==> src/rtl/io_pkg.sv <==
// Shared types and constants for the board-side confirm/din input path.
package io_pkg;

    typedef enum logic [1:0] {
        ST_IDLE         = 2'd0,
        ST_PRESS_WAIT   = 2'd1,
        ST_PRESSED      = 2'd2,
        ST_RELEASE_WAIT = 2'd3
    } state_t;

    localparam int DEBOUNCE_SIM   = 4;
    localparam int DEBOUNCE_BOARD = 2_000_000;
    localparam int SYNC_DEPTH     = 2;

    function automatic logic is_wait(input state_t s);
        return (s == ST_PRESS_WAIT) || (s == ST_RELEASE_WAIT);
    endfunction

endpackage

==> src/rtl/sync_2ff.sv <==
// Multi-bit flip-flop synchronizer; each bit is independent (no bus coherency).
module sync_2ff
    import io_pkg::*;
#(
    parameter int W      = 1,
    parameter int STAGES = SYNC_DEPTH
) (
    input  logic         clk,
    input  logic         rst,
    input  logic [W-1:0] i_d,
    output logic [W-1:0] o_q
);

    logic [W-1:0] r_sync [STAGES];

    always_ff @(posedge clk) begin
        if (rst) begin
            for (int i = 0; i < STAGES; i++) begin
                r_sync[i] <= '0;
            end
        end else begin
            r_sync[0] <= i_d;
            for (int i = 1; i < STAGES; i++) begin
                r_sync[i] <= r_sync[i-1];
            end
        end
    end

    assign o_q = r_sync[STAGES-1];

endmodule

==> src/rtl/confirm_input_ctrl.sv <==
// Debounced confirm push-button with a switch word latched on each accepted press.
module confirm_input_ctrl
    import io_pkg::*;
#(
    parameter int DIN_W           = 16,
    parameter int DEBOUNCE_CYCLES = DEBOUNCE_SIM,
    parameter int SYNC_STAGES     = SYNC_DEPTH
) (
    input  logic             clk,
    input  logic             rst,
    input  logic             btn_raw,
    input  logic [DIN_W-1:0] sw_raw,
    output logic             confirm,
    output logic [DIN_W-1:0] din,
    output logic             press_pulse,
    output logic             busy
);

    localparam int CW = $clog2(DEBOUNCE_CYCLES);
    localparam logic [CW-1:0] LAST = CW'(DEBOUNCE_CYCLES - 1);

    logic             w_btn_s;
    logic [DIN_W-1:0] w_sw_s;

    state_t           r_state;
    logic [CW-1:0]    r_cnt;
    logic             r_confirm;
    logic [DIN_W-1:0] r_din;
    logic             r_pulse;
    logic             r_busy;

    sync_2ff #(
        .W      (1),
        .STAGES (SYNC_STAGES)
    ) u_sync_btn (
        .clk (clk),
        .rst (rst),
        .i_d (btn_raw),
        .o_q (w_btn_s)
    );

    sync_2ff #(
        .W      (DIN_W),
        .STAGES (SYNC_STAGES)
    ) u_sync_sw (
        .clk (clk),
        .rst (rst),
        .i_d (sw_raw),
        .o_q (w_sw_s)
    );

    // Counter is cleared on every wait-state entry, so it never wraps.
    always_ff @(posedge clk) begin
        if (rst) begin
            r_state   <= ST_IDLE;
            r_cnt     <= '0;
            r_confirm <= 1'b0;
            r_din     <= '0;
            r_pulse   <= 1'b0;
            r_busy    <= 1'b0;
        end else begin
            r_pulse <= 1'b0;
            unique case (r_state)
                ST_IDLE: begin
                    if (w_btn_s) begin
                        r_state <= ST_PRESS_WAIT;
                        r_cnt   <= '0;
                        r_busy  <= 1'b1;
                    end
                end
                ST_PRESS_WAIT: begin
                    if (!w_btn_s) begin
                        r_state <= ST_IDLE;
                        r_busy  <= 1'b0;
                    end else if (r_cnt == LAST) begin
                        r_state   <= ST_PRESSED;
                        r_din     <= w_sw_s;
                        r_confirm <= 1'b1;
                        r_pulse   <= 1'b1;
                        r_busy    <= 1'b0;
                    end else begin
                        r_cnt <= r_cnt + CW'(1);
                    end
                end
                ST_PRESSED: begin
                    if (!w_btn_s) begin
                        r_state <= ST_RELEASE_WAIT;
                        r_cnt   <= '0;
                        r_busy  <= 1'b1;
                    end
                end
                ST_RELEASE_WAIT: begin
                    // Bounce back to PRESSED: no new pulse, din untouched.
                    if (w_btn_s) begin
                        r_state <= ST_PRESSED;
                        r_busy  <= 1'b0;
                    end else if (r_cnt == LAST) begin
                        r_state   <= ST_IDLE;
                        r_confirm <= 1'b0;
                        r_busy    <= 1'b0;
                    end else begin
                        r_cnt <= r_cnt + CW'(1);
                    end
                end
                default: begin
                    r_state <= ST_IDLE;
                    r_busy  <= 1'b0;
                end
            endcase
        end
    end

    assign confirm     = r_confirm;
    assign din         = r_din;
    assign press_pulse = r_pulse;
    assign busy        = r_busy;

endmodule

==> config.mk <==
export PLATFORM = sky130hd
export DESIGN_NAME = confirm_input_ctrl
export DESIGN_NICKNAME = d
export VERILOG_FILES = /design/src/rtl/io_pkg.sv /design/src/rtl/sync_2ff.sv /design/src/rtl/confirm_input_ctrl.sv
export SDC_FILE = /design/constraint.sdc
export NUM_CORES = 1
export LEC_CHECK = 0
export BUFFER_PORTS_ARGS = -buffer_cell sky130_fd_sc_hd__buf_2
export CORE_UTILIZATION = 56
export CTS_CLUSTER_DIAMETER = 60
export DETAILED_ROUTE_END_ITERATION = 10
export PLACE_DENSITY = 0.92
export SLEW_MARGIN = 40
export SYNTH_ARGS = -nofsm -noshare
export SYNTH_HDL_FRONTEND = slang
export SYNTH_SLANG_ARGS = --single-unit
==> constraint.sdc <==
create_clock -name clk -period 2.2 [get_ports clk]
set_input_delay 0.44 -clock clk [delete_from_list [all_inputs] [get_ports clk]]
set_output_delay 0.44 -clock clk [all_outputs]
set_load 0.02 [all_outputs]
# Word level (Yosys, flattened, before mapping)
# Memory sizes are Yosys's and may differ from the RTL's. A register that Yosys moved wholly into a read port is not among the register bits.
# Cells that the tools add are included.
op_classes:
  addsub: 1
  multipliers: 0
  n_div: 0
  n_lt_le_gt_ge: 0
  eq_ne: 12
  shifts: 0
  mux: 32
  n_bitwise: 6
  reduce_logical: 8
op_table:
  columns: ["operator", "count"]
  rows:
  - ["two-way mux 16 bit", 2]
  - ["two-way mux 2 bit", 11]
  - ["case mux 2 bit (4 select lines)", 2]
  - ["two-way mux 1 bit", 15]
  - ["!= test 2 bit (second input constant)", 6]
  - ["AND reduction 4 bit", 2]
  - ["== test 2 bit (second input constant)", 3]
  - ["!= test 3 bit (second input constant)", 2]
  - ["AND reduction 5 bit", 1]
  - ["OR 1 bit", 4]
  - ["case mux 1 bit (4 select lines)", 1]
  - ["AND reduction 3 bit", 1]
  - ["OR reduction 3 bit", 1]
  - ["adder 2 x 1 -> 2 bit (second input constant)", 1]
  - ["== test 2 x 1 -> 1 bit (second input constant)", 1]
  - ["zero test 2 bit", 1]
  - ["inverter 1 bit", 2]
  - ["case mux 1 bit (2 select lines)", 1]
  - ["AND reduction 2 bit", 1]
  - ["nonzero test 2 bit", 1]
totals:
  reg_bits: 7
  latch_bits: 0
  ram_bits: 34
  mem_bits_ro: 0
  out_inout_bits: 19
  wordCells: 66
  n_memories: 2
mem_list:
  columns: ["name", "words", "word_bits", "read_ports", "rd_ports_with_merged_regs", "write_ports", "line_no", "rtl"]
  rows:
  - ["u_sync_sw.r_sync", 2, 16, 2, 1, 2, "sync_2ff.sv:14", "logic [W-1:0] r_sync [STAGES];"]
  - ["u_sync_btn.r_sync", 2, 1, 2, 0, 2, "sync_2ff.sv:14", null]

# Depth between registers and ports, before layout
depth:
  depth_word: 4
  depth_mapped: 6

# By module
# From an unflattened synthesis, not the netlist that was laid out.
hier_totals:
  hier_cells: 194
  area_unflattened_um2: 1935.6
modules_own_cells:
  columns: ["mod", "n_inst", "cells_each", "area_each_um2", "seq_area_each_um2"]
  rows:
  - ["sync_2ff (u_sync_sw)", 1, 83, 983.4, 640.6]
  - ["confirm_input_ctrl", 1, 107, 899.6, 460.4]
  - ["sync_2ff (u_sync_btn)", 1, 4, 52.6, 40.0]

# Least setup slack after synthesis
# OpenSTA, ideal clock, no wires.
synth_path:
  kind: "reg2reg"
  startpoint: "register r_cnt[0]"
  endpoint: "register r_din[10], in the netlist din[10], read port of u_sync_sw.r_sync"
  setup_time_ns: 0.070
  t_arrival_ns: 1.306
  t_required_ns: 2.130
  path_slack_ns: 0.823
  path_stages_with_launch: 7
  n_path_buf: 2
  period_less_slack_ns: 1.377
  path_cell_list: "dfxtp_1 ha_1 and4b_1 clkbuf_1 buf_2 nand2_1 a21oi_1"
synth_between:
  elab_chain_cells: 2
synth_lines:
  columns: ["element", "line_no", "rtl"]
  rows:
  - ["start: declaration", "confirm_input_ctrl.sv:26", "logic [CW-1:0] r_cnt;"]
  - ["start signal: assignment", "confirm_input_ctrl.sv:82", "r_cnt <= r_cnt + CW'(1);"]
  - ["start signal: assignment", "confirm_input_ctrl.sv:102", "r_cnt <= r_cnt + CW'(1);"]
  - ["== test 2 bit", "confirm_input_ctrl.sv:75", "end else if (r_cnt == LAST) begin"]
  - ["AND reduction 3 bit (no source line)", null, null]
  - ["end: declaration", "confirm_input_ctrl.sv:28", "logic [DIN_W-1:0] r_din;"]
# Every way passes these cells.
# A chain may end at the register's enable or synchronous reset.

# Worst setup path in the final report
layout_path:
  startpoint: "register r_cnt[0]"
  endpoint: "register r_din[13], in the netlist din[13], read port of u_sync_sw.r_sync"
# Same word-level chain as after synthesis.

==> flow_summary_export.csv <==
group,metric,value,unit
floorplanning,dieArea,3390,µm²
pwr,power.density,838,nW/µm²
floorplanning,fp.dieH,58.2,µm
setup_path,rrSetupSlack,480,ps
routing,wl,2.79,mm
clock_tree,numClockSinks,57,
pwr,p_sw,0.373,mW
finish,area_growth,19.2,%
finish,final_cell_mix,"dfxtp_1, buf_2, nor2b_1, nand2_1, a21oi_1",
clock_tree,clockRootBuffer,"clkbuf_4",
setup_path,crit_fanout,16,
logic_synthesis,yosysSeqAreaShare,0.645,
routing,ant_nets,0,
sta,setup_violations,0,
sta,fmax,581,MHz
pwr,p_seq_frac,0.607,
setup_path,cp.required,2420,ps
global_routing,use_met2,0.305,
clock_tree,insertion_delay,370,ps
clock_tree,cts_buffers,9,
logic_synthesis,ys_top_cells_by_area,"dfxtp_1, nor2b_1, nand2_1",
sta,skew,9.99,ps
global_routing,antenna_found_initial,0,
status,status,"finished clean",
sta,worst_pin_slew,662,ps
pwr,power.share.switching,0.211,
pwr,p_leak,0.877,nW
pwr,p_comb_frac,0.038,
routing,initialDrtViolationCount,26,
sta,final-max-slew-violation-count,0,
logic_synthesis,ys_ff_latch,57,
global_routing,grt-ovfl-total,0,
finish,final_common_cell,"dfxtp_1",
global_routing,grt_usage,0.183,
logic_synthesis,synth_xor_area_frac,0.00495,
finish,nFillCells,227,
finish,fin_nets,236,
setup_path,startpoint_type,"flop",
logic_synthesis,synthSimpleGateAreaFrac,0.234,
logic_synthesis,syn_inst,174,
global_routing,busiest_layer,"met2",
floorplanning,coreArea,3030,µm²
logic_synthesis,synth_top_family_by_area,"simple AND/OR/NAND/NOR gates",
global_routing,grt_pass1_wl,4.43,mm
clock_tree,postCtsSetupRepairBufs,0,
logic_synthesis,synth-compound-area-share,0.0778,
routing,dr.pass1.iters,4,
clock_tree,clkTransAtPathRegs,80,ps
routing,vias,1225,
logic_synthesis,muxShareOfSynthArea,0,
sta,period_share,0.783,
floorplanning,rows,20,
routing,route.detailed.drc,0,
worst_hold_path,hp-class,"in -> reg",
global_routing,grt_util_met1,0.198,
place,io_buffer_count,37,
logic_synthesis,synth_top_area_frac,0.645,
logic_synthesis,yosysTopAreaCell,"dfxtp_1",
clock_tree,ctsHoldBuffers,0,
finish,diodes,0,
finish,final_util,0.696,
clock_tree,post_cts_resized,0,
clock_tree,cts_max_path_buffers,2,
sta,tns,0,ps
setup_path,cp-end-kind,"flop",
logic_synthesis,avgSynthCellArea,10.2,µm²
global_routing,grt_util_met3,0.0670,
finish,regArea,1140,µm²
logic_synthesis,synth-adder-area-share,0.0142,
finish,multi_input_area,584,µm²
clock_tree,htreeDepth,3,
floorplanning,initial_core_util,0.584,
pwr,total_power,1.77,mW
floorplanning,io_pins,38,
place,gp_congestion,0.778,
sta,post-route-min-period,1720,ps
flow_run,cap_viol_max_count,0,
routing,vias_per_cell,4.64,
logic_synthesis,synth.distinct_cells,21,
sta,final-hold-violation-count,0,
clock_tree,cts_tree,"yes",
setup_path,worstPathArrival,1940,ps
logic_synthesis,synth_warnings,0,
logic_synthesis,synth_nets,195,
routing,wl_per_cell,10.6,µm
finish,drive_gt1_frac,0.241,
pwr,p_int,1.39,mW
sta,max_slew_margin,0.556,
place,place_hpwl,1.85,mm
floorplanning,die_x,58.2,µm
logic_synthesis,syn_area,1770,µm²
global_routing,grt_max_degree,40,
pwr,vdd_drop_max,0.553,mV
setup_path,crit_type,"reg -> reg",
sta,grt_setup_unrepaired,"false",
global_routing,grt_pass1_vias,1052,
pwr,power_frac_clock,0.355,
-- power groups by stage --
stage               sequential [mW]  combinational [mW]  clock, mW
floorplan                      1.10              0.0397          0
global placement               1.10              0.0655          0
detailed placement             1.10              0.0675          0
CTS                            1.07              0.0678      0.639
global route                   1.08              0.0744      0.692
finish                         1.07              0.0667      0.627
-- final timing paths --
kind / startpoint / endpoint / cells after the start
worst min-delay path: btn_raw / u_sync_btn.r_sync[0][0]$_SDFF_PP0_ / 2
worst max-delay path: r_cnt[0]$_SDFFE_PP0P_ / din[13]$_SDFFE_PP0P_ / 4
worst min register to register: u_sync_sw.r_sync[1][5]$_SDFF_PP0_ / din[5]$_SDFFE_PP0P_ / 2
worst max register to register: r_cnt[0]$_SDFFE_PP0P_ / din[13]$_SDFFE_PP0P_ / 4
-- worst max-delay path, cell delays in order (launching register included) --
cell and delay [ps]:
dfxtp_1 380, ha_1 250, nand4b_1 560, nand2_1 280, a21oi_1 100
-- state kept, by name, indices dropped and copies added, names as in the netlist, named ones only --
name,cells
din,16
press_pulse,1
r_cnt,2
u_sync_btn.r_sync,2
confirm,1
r_state,1
u_sync_sw.r_sync,32
busy,1
-- cells in the mapped netlist --
cell type  instances
buf_2              1
inv_1              2
nor3b_1            1
ha_1               2
a21o_1             1
xnor2_1            1
nand4b_1           1
nand2_1           34
nor2b_1           34
a21oi_1           21
nand3_1            1
and4b_1            1
o21ba_2            1
or4b_1             1
o21ai_0            3
nor4b_1            1
dfxtp_1           57
nor3_1             1
and2_1             1
nand4bb_1          1
clkbuf_1           8
-- area by class of cell --
class | instances | share of cell area
clock inverter | 2 | 0.00594
sequential | 57 | 0.542
clock buffer | 14 | 0.0505
tap | 44 | 0.0261
inverter | 2 | 0.00356
timing repair buffer | 39 | 0.0950
multi-input combinational | 106 | 0.277
-- metal layers --
layer,share of wire,vias up
met5,0,-
met4,0.017,0
met2,0.53,24
li1,-,643
met1,0.42,551
met3,0.039,7
-- through the flow --
| step | std cells | instance area [µm²] | setup slack (ps) | hold WS (ps) |
|---|---|---|---|---|
| detailed placement | 248 | 1990 | 524 | 421 |
| floorplan | 174 | 1770 | 823 | 414 |
| global placement | 248 | 1990 | 637 | 419 |
| finish | 264 | 2110 | 478 | 274 |
| global route | 264 | 2110 | 338 | 260 |
| CTS | 264 | 2110 | 486 | 260 |
-- kinds of logic (layout without fill, tap and decap cells) --
group,after synthesis,after routing
flops,57,57
xor+xnor,1,1
fa+ha+maj,2,2
buf+inv,11,57
simple gates,77,77
compound gates,26,26
Note: power is estimated with default switching activity, not from simulation.
